===== src/rtl/rc4_stream_xor.sv =====
// rc4_stream_xor: consumer end of the RC4 keystream interface.
// Prefetches keystream bytes into a small FIFO and XORs them with the message
// stream. Encrypt and decrypt are the same operation.
// Optional build macro RC4_KS_DROP_EN: discard the first DROP_N keystream
// bytes after reset or flush (RC4-drop[DROP_N]).
module rc4_stream_xor #(
    parameter int FIFO_DEPTH = 4,
    parameter int LEN_W      = 16,
    parameter int DROP_N     = 256
) (
    input  logic             clk,
    input  logic             rst,
    input  logic             start,
    input  logic [LEN_W-1:0] msg_len,
    input  logic             flush,
    input  logic             ks_valid,
    output logic             ks_ready,
    input  logic [7:0]       ks_byte,
    input  logic             din_valid,
    output logic             din_ready,
    input  logic [7:0]       din,
    output logic             dout_valid,
    input  logic             dout_ready,
    output logic [7:0]       dout,
    output logic             dout_last,
    output logic [LEN_W-1:0] byte_cnt,
    output logic             done,
    output logic             busy
);
    localparam int AW = (FIFO_DEPTH > 2) ? $clog2(FIFO_DEPTH) : 1;

    localparam logic [1:0] IDLE  = 2'd0;
    localparam logic [1:0] RUN   = 2'd1;
    localparam logic [1:0] DRAIN = 2'd2;
    localparam logic [1:0] DONE  = 2'd3;

    logic [1:0]                  state;
    logic [FIFO_DEPTH-1:0][7:0]  mem;
    logic [AW-1:0]               wr_ptr, rd_ptr;
    logic [AW:0]                 count;
    logic [LEN_W-1:0]            rem;
    logic                        flush_ok, start_ok, fifo_empty, fifo_full;
    logic                        push, pop, out_hs, drop_busy;

    assign flush_ok   = flush && (state == IDLE);
    assign start_ok   = start && (state == IDLE);
    assign fifo_empty = (count == '0);
    assign fifo_full  = (count == (AW+1)'(FIFO_DEPTH));
    assign out_hs     = dout_valid && dout_ready;
    assign done       = (state == DONE);
    assign busy       = (state != IDLE);

`ifdef RC4_KS_DROP_EN
    localparam int DW = (DROP_N > 0) ? $clog2(DROP_N + 1) : 1;
    logic [DW-1:0] drop_cnt;

    assign drop_busy = (drop_cnt != '0);

    // Drop counter: reloaded on reset/flush, counts down discarded keystream bytes
    always_ff @(posedge clk or posedge rst) begin
        if (rst)
            drop_cnt <= DW'(DROP_N);
        else if (flush_ok)
            drop_cnt <= DW'(DROP_N);
        else if (drop_busy && ks_valid)
            drop_cnt <= drop_cnt - 1'b1;
    end
`else
    // Dropping disabled: the comparison is never true, DROP_N has no effect
    assign drop_busy = (DROP_N < 0);
`endif

    // Keystream is accepted while dropping, or while the FIFO has room outside DONE
    assign ks_ready  = drop_busy || ((state != DONE) && !fifo_full);
    // A flush wins over a same-cycle push so the new key starts from empty
    assign push      = ks_valid && ks_ready && !drop_busy && !flush_ok;
    assign din_ready = (state == RUN) && !fifo_empty && (rem != '0) &&
                       (!dout_valid || dout_ready) && !drop_busy;
    assign pop       = din_valid && din_ready;

    // Message FSM
    always_ff @(posedge clk or posedge rst) begin
        if (rst) begin
            state <= IDLE;
        end else begin
            case (state)
                IDLE:    if (start) state <= (msg_len == '0) ? DONE : RUN;
                RUN:     if (pop && rem == LEN_W'(1)) state <= DRAIN;
                DRAIN:   if (out_hs) state <= DONE;
                default: state <= IDLE;
            endcase
        end
    end

    // Remaining input byte count for the current message
    always_ff @(posedge clk or posedge rst) begin
        if (rst)
            rem <= '0;
        else if (start_ok)
            rem <= msg_len;
        else if (pop)
            rem <= rem - 1'b1;
    end

    // Keystream prefetch FIFO; pointers wrap naturally at the power-of-2 depth
    always_ff @(posedge clk or posedge rst) begin
        if (rst) begin
            mem    <= '0;
            wr_ptr <= '0;
            rd_ptr <= '0;
            count  <= '0;
        end else if (flush_ok) begin
            wr_ptr <= '0;
            rd_ptr <= '0;
            count  <= '0;
        end else begin
            if (push) begin
                mem[wr_ptr] <= ks_byte;
                wr_ptr      <= wr_ptr + 1'b1;
            end
            if (pop)
                rd_ptr <= rd_ptr + 1'b1;
            case ({push, pop})
                2'b10:   count <= count + 1'b1;
                2'b01:   count <= count - 1'b1;
                default: count <= count;
            endcase
        end
    end

    // Output register: loads on input handshake, holds under backpressure
    always_ff @(posedge clk or posedge rst) begin
        if (rst) begin
            dout       <= '0;
            dout_valid <= 1'b0;
            dout_last  <= 1'b0;
        end else if (pop) begin
            dout       <= din ^ mem[rd_ptr];
            dout_valid <= 1'b1;
            dout_last  <= (rem == LEN_W'(1));
        end else if (out_hs) begin
            dout_valid <= 1'b0;
        end
    end

    // Output byte counter, restarted by each accepted start
    always_ff @(posedge clk or posedge rst) begin
        if (rst)
            byte_cnt <= '0;
        else if (start_ok)
            byte_cnt <= '0;
        else if (out_hs)
            byte_cnt <= byte_cnt + 1'b1;
    end

endmodule

===== config.mk =====
export PLATFORM = sky130hd
export DESIGN_NAME = rc4_stream_xor
export DESIGN_NICKNAME = d
export VERILOG_FILES = /design/src/rtl/rc4_stream_xor.sv
export SDC_FILE = /design/constraint.sdc
export NUM_CORES = 1
export LEC_CHECK = 0
export BUFFER_PORTS_ARGS = -buffer_cell sky130_fd_sc_hd__buf_4
export CORE_MARGIN = 2
export CORE_UTILIZATION = 30
export CTS_BUF_LIST = sky130_fd_sc_hd__clkbuf_8
export DETAILED_ROUTE_END_ITERATION = 12
export PLACE_DENSITY = 0.48
export SLEW_MARGIN = 40
export SYNTH_ARGS = -nofsm -noshare
export SYNTH_HDL_FRONTEND = slang
export SYNTH_SLANG_ARGS = --single-unit

===== constraint.sdc =====
create_clock -name clk -period 4.09 [get_ports clk]
set_input_delay 0.818 -clock clk [delete_from_list [all_inputs] [get_ports clk]]
set_output_delay 0.818 -clock clk [all_outputs]
set_load 0.1 [all_outputs]

# --- After elaboration in Yosys (flattened, before gate mapping) ---
# Index checks and enable logic that the tools add are counted.
# W data, S select, Z words.
word_totals:
  ramBits: 0
  mem_bits_ro: 0
  memories: 0
  output_inout_bits: 30
  reg_bits: 83
  in_bits: 39
  latch_bits: 0
classes:
  n_mux: 22
  mul: 0
  eq_ne: 11
  bitwise_logic: 2
  magnitude_cmp: 3
  add_sub_neg: 6
  shifts: 0
  div: 0
  n_reduce_logical: 30
ops:
  columns: ["op", "n"]
  rows:
  - ["$mux W16", 4]
  - ["$bwmux W32", 1]
  - ["$add A16 B1 Y16 const B", 1]
  - ["$bmux W8 S2", 1]
  - ["$demux W8 S2", 1]
  - ["$eq A16 B1 Y1 const B", 1]
  - ["$logic_not A16 Y1", 1]
  - ["$mux W2", 8]
  - ["$mux W8", 2]
  - ["$reduce_bool A16 Y1", 1]
  - ["$sub A16 B1 Y16 const B", 1]
  - ["$logic_and A1 B1 Y1", 12]
  - ["$reduce_bool A2 Y1", 6]
  - ["$xor A8 B8 Y8", 1]
  - ["$eq A2 B2 Y1 const B", 3]
  - ["$lt A2 B3 Y1 const B", 2]
  - ["$ne A2 B2 Y1 const B", 3]
  - ["$pmux W2 S3", 1]
  - ["$pmux W3 S2", 1]
  - ["$add A2 B1 Y2 const B", 2]
  - ["$eq A2 B1 Y1 const B", 2]
  - ["$logic_not A1 Y1", 4]
  - ["$add A3 B1 Y3 const B", 1]
  - ["$eq A3 B3 Y1 const B", 1]
  - ["other kinds (12)", 13]

# --- Depth between registers and ports, before layout ---
depth:
  depth_word: 9
  ltp_mapped: 11
  depth_no_buf: 9

# --- Least setup slack after synthesis ---
# No wires, ideal clock.
synth_path:
  kind: "reg2out"
  from: "register state[0]"
  to: "output port ks_ready"
  path_buffers: 0
  stages_incl_launch_ff: 3
  arrival_ns: 2.468
  slack_ns: 0.804
  required_time_ns: 3.272
  path_cell_list: "dfrtp_1 ha_1 nor2b_1"
synth_via:
  elab_chain_len: 2
synth_rtl:
  columns: ["item", "line_no", "text"]
  rows:
  - ["from (decl)", "37", "logic [1:0] state;"]
  - ["from (signal assigned)", "87", "IDLE: if (start) state <= (msg_len == '0) ? DONE : RUN;"]
  - ["$ne A2 B2 Y1", "74", "assign ks_ready = drop_busy || ((state != DONE) && !fifo_full);"]
  - ["$logic_and A1 B1 Y1", "74", null]
  - ["to (decl)", "17", "output logic ks_ready,"]
# Every way passes these cells.

# --- Worst setup path after layout ---
layout_path:
  from: "register rem[10]"
  to: "output port din_ready"
layout_via:
  elab_chain_len: 3
layout_rtl:
  columns: ["item", "line_no", "text"]
  rows:
  - ["from (decl)", "41", "logic [LEN_W-1:0] rem;"]
  - ["from (signal assigned)", "100", "rem <= msg_len;"]
  - ["from (signal assigned)", "102", "rem <= rem - 1'b1;"]
  - ["$reduce_bool A16 Y1", "77", "assign din_ready = (state == RUN) && !fifo_empty && (rem != '0) &&"]
  - ["$logic_and A1 B1 Y1 (2 in a row)", "77", null]
  - ["to (decl)", "20", "output logic din_ready,"]
# Every way passes these cells.

==> results.json <==
{
  "grt_pass1_wl_um": 16180,
  "layout_min_cycle_time_ns": 3.332,
  "synth_cell_type_count": 49,
  "ratio_of_cells_with_drive_above_1_in_the_final_layout_pct": 31.49,
  "rsz0062_at_grt": "false",
  "grt_overflow": 0,
  "antenna_cells_inserted": 0,
  "detail_route.wirelength_um": 9847,
  "cp.required_ns": 3.27,
  "detailedRoute.firstPassIterationCount": 4,
  "die_height_um": 123.0,
  "numPortBuffers": 68,
  "power_density_nw_per_um2": 738.5,
  "synth.ff_latch_count": 83,
  "critical_path.startpoint_type": "register",
  "fmax_ghz": 0.3001,
  "clockRootBuffer": "clkbuf_8",
  "layout.area.seq_um2": 2077,
  "groute.usage.overall_pct": 14.11,
  "finalClockSkew_ns": 0.01106,
  "numPlacedInstances": 615,
  "final.hold.worst_slack_ns": 0.4934,
  "initial_utilization_pct": 30.60,
  "final_area_um2": 5151,
  "finalWorstSetupSlack_ns": 0.7579,
  "placed_inst_area_um2": 4928,
  "detail_route.wirelength.met1_um": 4652,
  "timing_worst_slew_pin_value_ns": 0.7275,
  "timing.setup.critical_path_class": "register to output pin",
  "yosysTopAreaCell": "dfrtp_1",
  "gpl.final_weighted_congestion": 0.7943,
  "timing.critical_path.arrival_ns": 2.51,
  "design_power_total_mw": 3.804,
  "vdd_ir_drop_max_uv": 412.7,
  "clock_insertion_delay_worst_skew_ns": 0.37,
  "core.rowCount": 43,
  "coreArea_um2": 13880,
  "dr_total_vias": 3121,
  "cts_max_level": 3,
  "number_of_max_cap_violations": 0,
  "drt_iter0_drc": 142,
  "grt_antenna_before_repair": 0,
  "netlist_area_um2": 4248,
  "grt_start_max_net_pins": 37,
  "timing.final.crit_share_pct": 81.47,
  "min_path_type": "register to register",
  "post-route-drc-count": 0,
  "die_footprint_um2": 15130,
  "final_common_cell": "dfrtp_1",
  "topRoutingLayerUsed": "met4",
  "wl_met2_um": 4550,
  "syn_inst": 380,
  "layout_common_cells": "83 x dfrtp_1, 71 x buf_4, 35 x nand2_1",
  "synthTopCellsByArea": "dfrtp_1 49%, mux2_2 8.7%, mux4_2 4.2%",
  "flow.area_growth_from_synthesis_pct": 21.27,
  "floorplan.die.width_um": 123.0,
  "run_status": "finished clean",
  "syn_avg_cell_area_um2": 11.18,
  "setup_violations": 0,
  "yosys_warnings": 0,
  "dr_wl_met3_um": 566,
  "layout.core_utilization_pct": 37.11,
  "top_level_ports": 69,
  "post_cts.repair.setup_buffers": 0,
  "post-dp-hpwl_um": 6964,
  "netlist.area_leader.share_pct": 48.90,
  "worst_slew_margin_rel_pct": 51.39,
  "synthArstFlopShare_pct": 100.0,
  "critPathCaptureType": "output pin",
  "clk_pin_slew_worst_paths_ns": 0.09,
  "critical_path.max_fanout": 7,
  "route.detailed.wl_per_inst_um": 15.61,
  "fillers": 1410,
  "place_ws_ns": 1.173,
  "tritoncts_num_sinks": 83,
  "cts_tree": "done",
  "area_of_the_multi_input_gates_um2": 2054,
  "synth.net_count": 432,
  "ctsLongestPathBuffers": 2,
  "postSynth.topFlopCell": "dfrtp_1",
  "timing.final.max_slew_violations": 0,
  "detail_route.vias_per_cell": 4.946,
  "finalSetupTns_ns": 0,
  "hold_vio_cnt_final": 0,
  "via_count_of_the_first_global_routing_pass": 3128,
  "p_leak_nw": 2.268,
  "cts_inserted_buffers": 9,
  "ant_nets": 0,
  "synth_enable_flop_cells": 0,
  "synth-seq-area-share_pct": 48.90,
  "fin_cells": 631,
  "ctsHoldBuffers": 0,
  "cts-resized-gates": 0,
  "num-nets-final": 498
}
## sequential cells by signal, summed over array words and instances, names as in the netlist
signal / count
dout_last: 1
mem: 32
rem: 16
byte_cnt: 16
dout: 8
count: 3
dout_valid: 1
state: 2
wr_ptr: 2
rd_ptr: 2
## worst paths after layout
check / startpoint / end / slack [ns] / cells past startpoint
max: rem[10]$_DFFE_PP0P_ / din_ready / 0.76 / 4
min: dout[7]$_DFFE_PP0P_ / dout[7]$_DFFE_PP0P_ / 0.49 / 2
max reg2reg: rem[10]$_DFFE_PP0P_ / count[2]$_DFFE_PP0P_ / 1.21 / 8
min reg2reg: dout[7]$_DFFE_PP0P_ / dout[7]$_DFFE_PP0P_ / 0.49 / 2
max in group asynchronous: rst / byte_cnt[2]$_DFFE_PP0P_ / 2.79 / 3
min in group asynchronous: rst / dout[5]$_DFFE_PP0P_ / 0.50 / 2
## power breakdown
| group | leakage [nW] | switching [mW] | total, mW | internal [mW] |
|---|---|---|---|---|
| logic | 1.13 | 1.06 | 1.73 | 0.670 |
| registers | 1.03 | 0.259 | 1.40 | 1.14 |
| clock network | 0.110 | 0.327 | 0.676 | 0.348 |
## worst max-delay path, cell delays in order (launching register included)
cell	delay (ns)
dfrtp_1	0.43
or4_4	0.55
or4b_4	0.61
o2111a_1	0.31
buf_4	0.24
## layout make-up
| type | count | area share [%] |
|---|---|---|
| Timing Repair Buffer | 71 | 10.35 |
| Sequential cell | 83 | 40.32 |
| Clock inverter | 7 | 1.919 |
| Inverter | 10 | 0.7530 |
| Clock buffer | 9 | 2.405 |
| Multi-Input combinational cell | 271 | 39.88 |
| Tap cell | 180 | 4.372 |
## per-layer routing
| metal | up-vias | track usage, % |
|---|---|---|
| met5 | - | 0 |
| met1 | 1550 | 18.03 |
| met4 | 0 | 4.616 |
| met2 | 74 | 22.93 |
| met3 | 6 | 4.197 |
| li1 | 1491 | - |
## cell usage after synthesis, types with 2 or more instances
cell       n
or2_2      2
nand2_1   35
nand2b_1   4
o311ai_0   3
ha_1      12
nor4_1     5
o211ai_2   2
or4_1      3
or3b_2     2
xnor2_1   15
and3_1     2
buf_2      3
or3_2      2
nor3_1     3
nor2_1    29
mux2_2    33
nand4_1    7
o31ai_1    2
clkbuf_1   9
nor2b_1    2
o21ai_0   19
and4_1     2
xor2_1    15
or3_1      7
nor3b_1    2
dfrtp_1   83
mux2i_1    6
mux4_2     8
a21oi_1    8
and2_1     3
inv_1     10
nand3_1   15
a31oi_1    8
buf_6      2
o211ai_1   3
## logic make-up (layout without fill, tap and decap cells)
group	after synthesis	in the layout	share of synthesized area, %
AND/OR/NAND/NOR	128	128	15.35
flip-flops	83	83	48.90
AO/OA/AOI/OAI	52	52	8.130
multiplexers	48	48	14.67
XOR/XNOR	30	30	6.186
buffers and inverters	26	97	2.768
adder cells (fa/ha/maj)	13	13	4.006
Note: power is estimated with default switching activity, not from simulation.
